==> src/rtl/debounce_pkg.sv <==
// Shared types and defaults for the push-button debounce path.
package debounce_pkg;

  typedef enum logic [1:0] {
    IDLE        = 2'd0,
    PRESS_CHK   = 2'd1,
    PRESSED     = 2'd2,
    RELEASE_CHK = 2'd3
  } state_e;

  localparam int unsigned DEBOUNCE_CYCLES_DEF = 1000;
  localparam int unsigned SYNC_STAGES_DEF     = 2;
  localparam int unsigned REPEAT_DELAY_DEF    = 3000;
  localparam int unsigned REPEAT_PERIOD_DEF   = 1000;

  // Bits needed to hold 0..max_count inclusive, never less than one.
  function automatic int unsigned cnt_width(input int unsigned max_count);
    return (max_count < 1) ? 1 : $clog2(max_count + 1);
  endfunction

endpackage

==> src/rtl/bit_synchronizer.sv <==
// Multi-flop synchroniser for a single asynchronous input bit.
module bit_synchronizer
  import debounce_pkg::*;
#(
  parameter int unsigned STAGES = SYNC_STAGES_DEF
) (
  input  logic clk,
  input  logic reset,
  input  logic d,
  output logic q
);

  logic [STAGES-1:0] r_sync;

  always_ff @(posedge clk) begin
    if (reset) r_sync <= '0;
    else       r_sync <= {r_sync[STAGES-2:0], d};
  end

  assign q = r_sync[STAGES-1];

endmodule

==> src/rtl/button_debounce_pulse.sv <==
// Debounces a raw push-button and emits one pulse per accepted press.
// Define BUTTON_DEBOUNCE_REPEAT_EN to add auto-repeat pulses while held.
module button_debounce_pulse
  import debounce_pkg::*;
#(
  parameter int unsigned DEBOUNCE_CYCLES = DEBOUNCE_CYCLES_DEF,
  parameter int unsigned SYNC_STAGES     = SYNC_STAGES_DEF
`ifdef BUTTON_DEBOUNCE_REPEAT_EN
  , parameter int unsigned REPEAT_DELAY  = REPEAT_DELAY_DEF
  , parameter int unsigned REPEAT_PERIOD = REPEAT_PERIOD_DEF
`endif
) (
  input  logic clk,
  input  logic reset,
  input  logic button_in,
  output logic button_pulse,
  output logic button_level
);

  localparam int unsigned      CNT_W    = cnt_width(DEBOUNCE_CYCLES);
  localparam logic [CNT_W-1:0] CNT_LAST = CNT_W'(DEBOUNCE_CYCLES - 1);

  logic             w_btn_s;
  state_e           r_state, w_state_nxt;
  logic [CNT_W-1:0] r_cnt, w_cnt_nxt;
  logic             r_pulse, w_pulse_nxt;
  logic             r_level, w_level_nxt;
  logic             w_rpt_fire;

  bit_synchronizer #(.STAGES(SYNC_STAGES)) u_sync (
    .clk   (clk),
    .reset (reset),
    .d     (button_in),
    .q     (w_btn_s)
  );

`ifdef BUTTON_DEBOUNCE_REPEAT_EN
  localparam int unsigned RPT_W = cnt_width((REPEAT_DELAY > REPEAT_PERIOD) ? REPEAT_DELAY : REPEAT_PERIOD);

  logic [RPT_W-1:0] r_rpt_cnt;
  logic             r_rpt_first;
  logic [RPT_W-1:0] w_rpt_last;

  assign w_rpt_last = r_rpt_first ? RPT_W'(REPEAT_DELAY - 1) : RPT_W'(REPEAT_PERIOD - 1);
  assign w_rpt_fire = (r_state == PRESSED) && (r_rpt_cnt == w_rpt_last);

  // Repeat timer only advances while PRESSED is held; any exit restarts the initial delay.
  always_ff @(posedge clk) begin
    if (reset) begin
      r_rpt_cnt   <= '0;
      r_rpt_first <= 1'b1;
    end else if ((r_state == PRESSED) && (w_state_nxt == PRESSED)) begin
      if (w_rpt_fire) begin
        r_rpt_cnt   <= '0;
        r_rpt_first <= 1'b0;
      end else begin
        r_rpt_cnt   <= r_rpt_cnt + 1'b1;
      end
    end else begin
      r_rpt_cnt   <= '0;
      r_rpt_first <= 1'b1;
    end
  end
`else
  assign w_rpt_fire = 1'b0;
`endif

  always_ff @(posedge clk) begin
    if (reset) begin
      r_state <= IDLE;
      r_cnt   <= '0;
      r_pulse <= 1'b0;
      r_level <= 1'b0;
    end else begin
      r_state <= w_state_nxt;
      r_cnt   <= w_cnt_nxt;
      r_pulse <= w_pulse_nxt;
      r_level <= w_level_nxt;
    end
  end

  always_comb begin
    w_state_nxt = r_state;
    w_cnt_nxt   = r_cnt;
    w_pulse_nxt = 1'b0;
    w_level_nxt = r_level;
    case (r_state)
      IDLE: begin
        w_level_nxt = 1'b0;
        w_cnt_nxt   = '0;
        if (w_btn_s) begin
          w_state_nxt = PRESS_CHK;
          w_cnt_nxt   = CNT_W'(1);
        end
      end
      PRESS_CHK: begin
        w_level_nxt = 1'b0;
        if (!w_btn_s) begin
          w_state_nxt = IDLE;
          w_cnt_nxt   = '0;
        end else if (r_cnt == CNT_LAST) begin
          w_state_nxt = PRESSED;
          w_cnt_nxt   = '0;
          w_pulse_nxt = 1'b1;
          w_level_nxt = 1'b1;
        end else begin
          w_cnt_nxt   = r_cnt + 1'b1;
        end
      end
      PRESSED: begin
        w_level_nxt = 1'b1;
        w_cnt_nxt   = '0;
        if (!w_btn_s) begin
          w_state_nxt = RELEASE_CHK;
          w_cnt_nxt   = CNT_W'(1);
        end else if (w_rpt_fire) begin
          w_pulse_nxt = 1'b1;
        end
      end
      RELEASE_CHK: begin
        w_level_nxt = 1'b1;
        if (w_btn_s) begin
          w_state_nxt = PRESSED;
          w_cnt_nxt   = '0;
        end else if (r_cnt == CNT_LAST) begin
          w_state_nxt = IDLE;
          w_cnt_nxt   = '0;
          w_level_nxt = 1'b0;
        end else begin
          w_cnt_nxt   = r_cnt + 1'b1;
        end
      end
      default: begin
        w_state_nxt = IDLE;
        w_cnt_nxt   = '0;
        w_level_nxt = 1'b0;
      end
    endcase
  end

  assign button_pulse = r_pulse;
  assign button_level = r_level;

endmodule
==> config.mk <==
export PLATFORM = sky130hd
export DESIGN_NAME = button_debounce_pulse
export DESIGN_NICKNAME = d
export VERILOG_FILES = /design/src/rtl/debounce_pkg.sv /design/src/rtl/bit_synchronizer.sv /design/src/rtl/button_debounce_pulse.sv
export SDC_FILE = /design/constraint.sdc
export NUM_CORES = 1
export LEC_CHECK = 0
export CORE_UTILIZATION = 23
export DETAILED_ROUTE_END_ITERATION = 6
export GPL_TIMING_DRIVEN = 0
export HOLD_SLACK_MARGIN = 0.08
export MAX_ROUTING_LAYER = met4
export PLACE_DENSITY_LB_ADDON = 0.15
export SETUP_SLACK_MARGIN = 0.02
export SYNTH_ARGS = -nofsm -noshare
export SYNTH_HDL_FRONTEND = slang
export SYNTH_SLANG_ARGS = --single-unit
==> constraint.sdc <==
create_clock -name clk -period 3.5 [get_ports clk]
set_clock_uncertainty 0.1 [all_clocks]
set_input_delay 0.525 -clock clk [delete_from_list [all_inputs] [get_ports clk]]
set_output_delay 0.525 -clock clk [all_outputs]
set_load 0.005 [all_outputs]
Word level (Yosys, flattened, before mapping)
Index checks and enable logic that the tools add are counted.
- bits in registers: 16
- word-level logic and storage cells: 36
- add/subtract/negate cells: 1
- equality and inequality tests: 8
- mux-type cells: 18
- bitwise logic cells: 1
- reduce and logical (&&, ||, !) cells: 3
- operator list (kind ; count):
    $pmux 10 s4 ; 1
    $mux 10 ; 3
    $mux 2 ; 6
    $add 10x1->10 const B ; 1
    $eq 10x10->1 const B ; 1
    $pmux 2 s4 ; 1
    $mux 1 ; 6
    $eq 2x2->1 const B ; 2
    $pmux 1 s4 ; 1
    $reduce_and 4->1 ; 1
    $ne 3x2->1 const B ; 1
    $ne 3x3->1 const B ; 1
    $eq 2x1->1 const B ; 1
    $logic_not 2->1 ; 1
    $ne 2x1->1 const B ; 1
    $ne 2x2->1 const B ; 1
    $reduce_or 2->1 ; 1
    $not 1->1 ; 1

Longest topological paths before layout
- depth in word-level cells: 4
- depth in mapped cells: 5
- gate-level depth less buffers: 5

By module
Synthesis repeated with hierarchy kept, for this count alone.
- cells, all modules: 68
- area, all modules: 678.2 sq um
- by module, submodules not included (module ; instances ; cells an instance ; area each (sq um) ; sequential area each (sq um)):
    button_debounce_pulse ; 1 ; 64 ; 625.6 ; 280.3
    bit_synchronizer ; 1 ; 4 ; 52.6 ; 40.0

Least setup slack after synthesis
OpenSTA, ideal clock, no wires.
- path type: reg2reg
- start: reg r_cnt[0]
- end: reg r_cnt[7]
- arrival time: 1129 ps
- required time: 3281 ps
- slack: 2153 ps
- stages on the path, launching flop included: 5
- buffers on the path: 0
- period minus slack after synthesis: 1347 ps
- path through: dfxtp_1 -> ha_1 -> and4_1 -> a21oi_1 -> o221a_1
- cells in the longest elaborated chain, start to end: 4
- elaborated cells on any way between the ends: 6
- RTL lines (element ; line ; text):
    start, declared ; button_debounce_pulse.sv:25 ; logic [CNT_W-1:0] r_cnt, w_cnt_nxt;
    start signal, assigned ; button_debounce_pulse.sv:76 ; r_cnt <= w_cnt_nxt;
    $add 10x1->10 or $eq 10x10->1 (tied branches) ; - ;
    $mux 10 (*) ; button_debounce_pulse.sv:101, button_debounce_pulse.sv:125 ;
    $mux 10, on equally long branches ; button_debounce_pulse.sv:122, button_debounce_pulse.sv:98 ;
    $pmux 10 s4 (*) ; button_debounce_pulse.sv:87 ; case (r_state)
Mark *: on every way between the ends. The rest lies on a longest branch, timed or not.
A chain may end at the register's enable or synchronous reset.

Final worst setup path
- start: reg r_level, in the netlist button_level
- end: out button_level
- RTL lines (element ; line ; text):
    start, declared ; button_debounce_pulse.sv:27 ; logic r_level, w_level_nxt;
    start signal, assigned ; button_debounce_pulse.sv:78 ; r_level <= w_level_nxt;
    end, declared ; button_debounce_pulse.sv:17 ; output logic button_level
No word-level cell between the ends.

==> metrics.md <==
| Metric | Value |
|---|---|
| Largest net degree at the start of global routing | `10` |
| P per Cell Area | `399.7 mW/mm^2` |
| NumNets Final | `between 80 and 90` |
| Pleak | `~0.27 nW` |
| Crit path cell chain | `clkdlybuf4s50_1` |
| Worst-case reg-to-reg path depth | `4` |
| NetSw | `between 0.06 and 0.07 mW` |
| Post-synth top area cell | `dfxtp_1` |
| CTS clk-pin slew, worst paths | `around 0.09 ns` |
| GRT overflow | `0` |
| Crit path arrival time | `around 1.1 ns` |
| Min-Delay Path Depth | `1` |
| Area share of the largest cell type after synthesis | `about half` |
| DR WL/cell | `10.28 um` |
| Core Util, Final | `between 20% and 30%` |
| Global-route wire length before repair | `~2000 um` |
| Seq pwr share | `between 50 and 60%` |
| CTS resizes | `0` |
| Final Hold Viols | `0` |
| CTS root buf | `clkbuf_4` |
| Filler instances | `around 300` |
| Antenna-violating nets left | `0` |
| Largest delay share family, worst path | `buffers and inverters` |
| GPL Wtd Cong | `between 0.7 and 0.8` |
| Area growth syn-to-layout | `17.33%` |
| Yosys warning total | `0` |
| H-tree depth | `1` |
| CTS max path bufs | `2` |
| Residual DRC | `0` |
| Initial antenna violation count | `0` |
| Die area | `around 0.0031 mm^2` |
| Dpl ws | `between 1.5 and 2 ns` |
| Post-synthesis cell area | `664.4 um^2` |
| Routed wire length | `about 1100 um` |
| Diode count | `0` |
| Worst Setup End Kind | `output port` |
| Vias in the first global route | `444` |
| Cell count after synthesis | `70` |
| CTS tree | `done` |
| Min Tclk post-route | `between 1.5 and 2 ns` |
| Post-Syn Nets | `74` |
| Syn avg cell area | `9.491 um^2` |
| Slowest cell delay on critical path | `around 0.49 ns` |
| Post-DR vias/cell | `~4.5` |
| Drt first pass iters | `4` |
| WP buf/inv | `1` |
| Post-DP HPWL | `~830 um` |
| Yosys reg bits | `16` |
| Seq/Total Area, Yosys | `between 40% and 50%` |
| Vias | `roughly 500` |
| Setup violations, final | `0` |
| Post-CTS Setup Inserts | `0` |
| Die height | `55.75 um` |
| CP Max Fanout | `1` |
| Die width | `55.75 um` |
| First DRT Iteration DRCs | `4` |
| Min-Delay Path Class | `flip-flop to flip-flop` |
| Worst skew pair latency | `approximately 0.28 ns` |
| CORE AREA | `roughly 0.0028 mm^2` |
| Sum Neg Setup Slack | `0 ns` |
| Clk sink count | `16` |
| Input/output buffers | `4` |
| WP data required | `approximately 2.9 ns` |
| Sw frac | `between 10% and 20%` |
| Cell Rows | `19` |
| Max-cap violation count | `0` |
| Period utilization | `between 40% and 50%` |
| Top post-synthesis cells by area | `dfxtp_1 (48%), nor2_2 (4.7%), a21oi_1 (4.5%)` |
| WS Path Type | `flip-flop to output port` |
| RSZ-0062 raised after global routing | `false` |
| Pwr Total | `a little over 0.3 mW` |
| Crit-path slowest cell | `clkdlybuf4s50_1` |
| Number of CTS-inserted buffers | `3` |
| Layout cells sized above 1 | `between 10% and 20%` |
| IO Pins | `5` |
| Stages on the worst setup path | `1` |
| Count of pins over their slew limit | `0` |
| Clk pwr share | `between 30 and 40%` |
| Combinational share of power | `2.0%` |
| GRT Total Usage | `around 8.6%` |
| Pint | `roughly 0.25 mW` |
| Hold_buf cts | `0` |
| Worst setup SP type | `flip-flop` |
| Highest clock rate | `about 0.58 GHz` |
| Relative slew slack | `between 80% and 90%` |
| Worst Tran Pin Value | `0.2203 ns` |
| Hold_ws | `~0.35 ns` |
| Status | `finished clean` |
| Fin worst setup slack | `~1.8 ns` |
| VDD IR max | `0.0001403 V` |
| Starting Density | `24.09%` |
| Synth unique cells | `26` |
[through the flow]
stage / instances / instance area [um^2]
final: 109 / 779.5
after global routing: 109 / 779.5
after CTS: 109 / 779.5
after detailed placement: 105 / 743.2
after global placement: 105 / 743.2
after floorplan: 70 / 664.4
[cells by family after synthesis]
family                     count (synthesis)  synth area share, %
DFF                                       16                48.21
buffers and inverters                      4                2.447
xor gates and xnor gates                   6                7.911
and+or+nand+nor                           29                25.24
adders and majority gates                  1                1.883
AOI/OAI and AO/OA                         14                14.31
[cell usage after synthesis]
cell type and instances:
xor2_1 3, nor3_1 2, o21ai_1 1, a21o_1 1
a311oi_1 1, inv_1 3, nand2_1 4, nand3_1 2
nor2b_1 2, nand3b_2 1, o221a_1 1, a21oi_1 6
nand4_1 3, ha_1 1, xnor2_1 3, o21ai_0 1
and4_1 2, nor2_2 5, nor2_1 5, dfxtp_1 16
buf_2 1, nand2b_1 1, and3_1 1, a21o_4 1
a31oi_1 2, nand3_2 1
[power by group through the flow]
stage | Clock (mW) | Combinational (mW) | Sequential [mW]
floorplan | 0 | 0.00306 | 0.189
global placement | 0 | 0.00637 | 0.189
detailed placement | 0 | 0.00637 | 0.189
CTS | 0.129 | 0.00640 | 0.185
global route | 0.138 | 0.00704 | 0.185
finish | 0.120 | 0.00636 | 0.185
[final cells by class]
type | count | area [um^2] | share of cell area (%)
tap | 31 | 38.79 | 4.976
inverter | 3 | 11.26 | 1.445
timing repair buffer | 4 | 40.04 | 5.136
sequential | 16 | 320.3 | 41.09
multi-input combinational | 50 | 327.8 | 42.05
buffer | 1 | 5.005 | 0.6421
clock buffer | 4 | 36.28 | 4.655
[path summary, 6_finish.rpt]
path | startpoint | endpoint | slack [ns]
setup reg to reg | r_cnt[0]$_SDFF_PP0_ | r_cnt[7]$_SDFF_PP0_ | 2.00
hold / removal | u_sync.r_sync[0]$_SDFF_PP0_ | u_sync.r_sync[1]$_SDFF_PP0_ | 0.35
setup / recovery | button_level$_SDFF_PP0_ | button_level | 1.79
hold reg to reg | u_sync.r_sync[0]$_SDFF_PP0_ | u_sync.r_sync[1]$_SDFF_PP0_ | 0.35
[cells in the final DEF, fill, tap and decap left out, drive strengths merged, types with 2 or more instances in the layout]
cell / n
nor3: 2
clkdlybuf4s50: 4
xnor2: 3
nor2b: 2
clkbuf: 4
a21oi: 6
a21o: 2
nor2: 10
nand3: 3
nand2: 4
dfxtp: 16
xor2: 3
and4: 2
o21ai: 2
a31oi: 2
inv: 3
nand4: 3
[state kept, by name, summed over array words and instances, names as in the netlist, named ones only]
signal / count
u_sync.r_sync: 2
r_cnt: 10
r_state: 1
button_level: 1
button_pulse: 1
[per-layer routing]
layer	track usage, %	wire [um]	part of all wire (%)	up-vias
li1	-	-	-	262
met2	11.70	461	41	6
met5	-	0	0	-
met1	10.98	602	54	222
met4	7.500	42	3.7	0
met3	1.395	14	1.2	5
(Power assumes the default switching activity.)
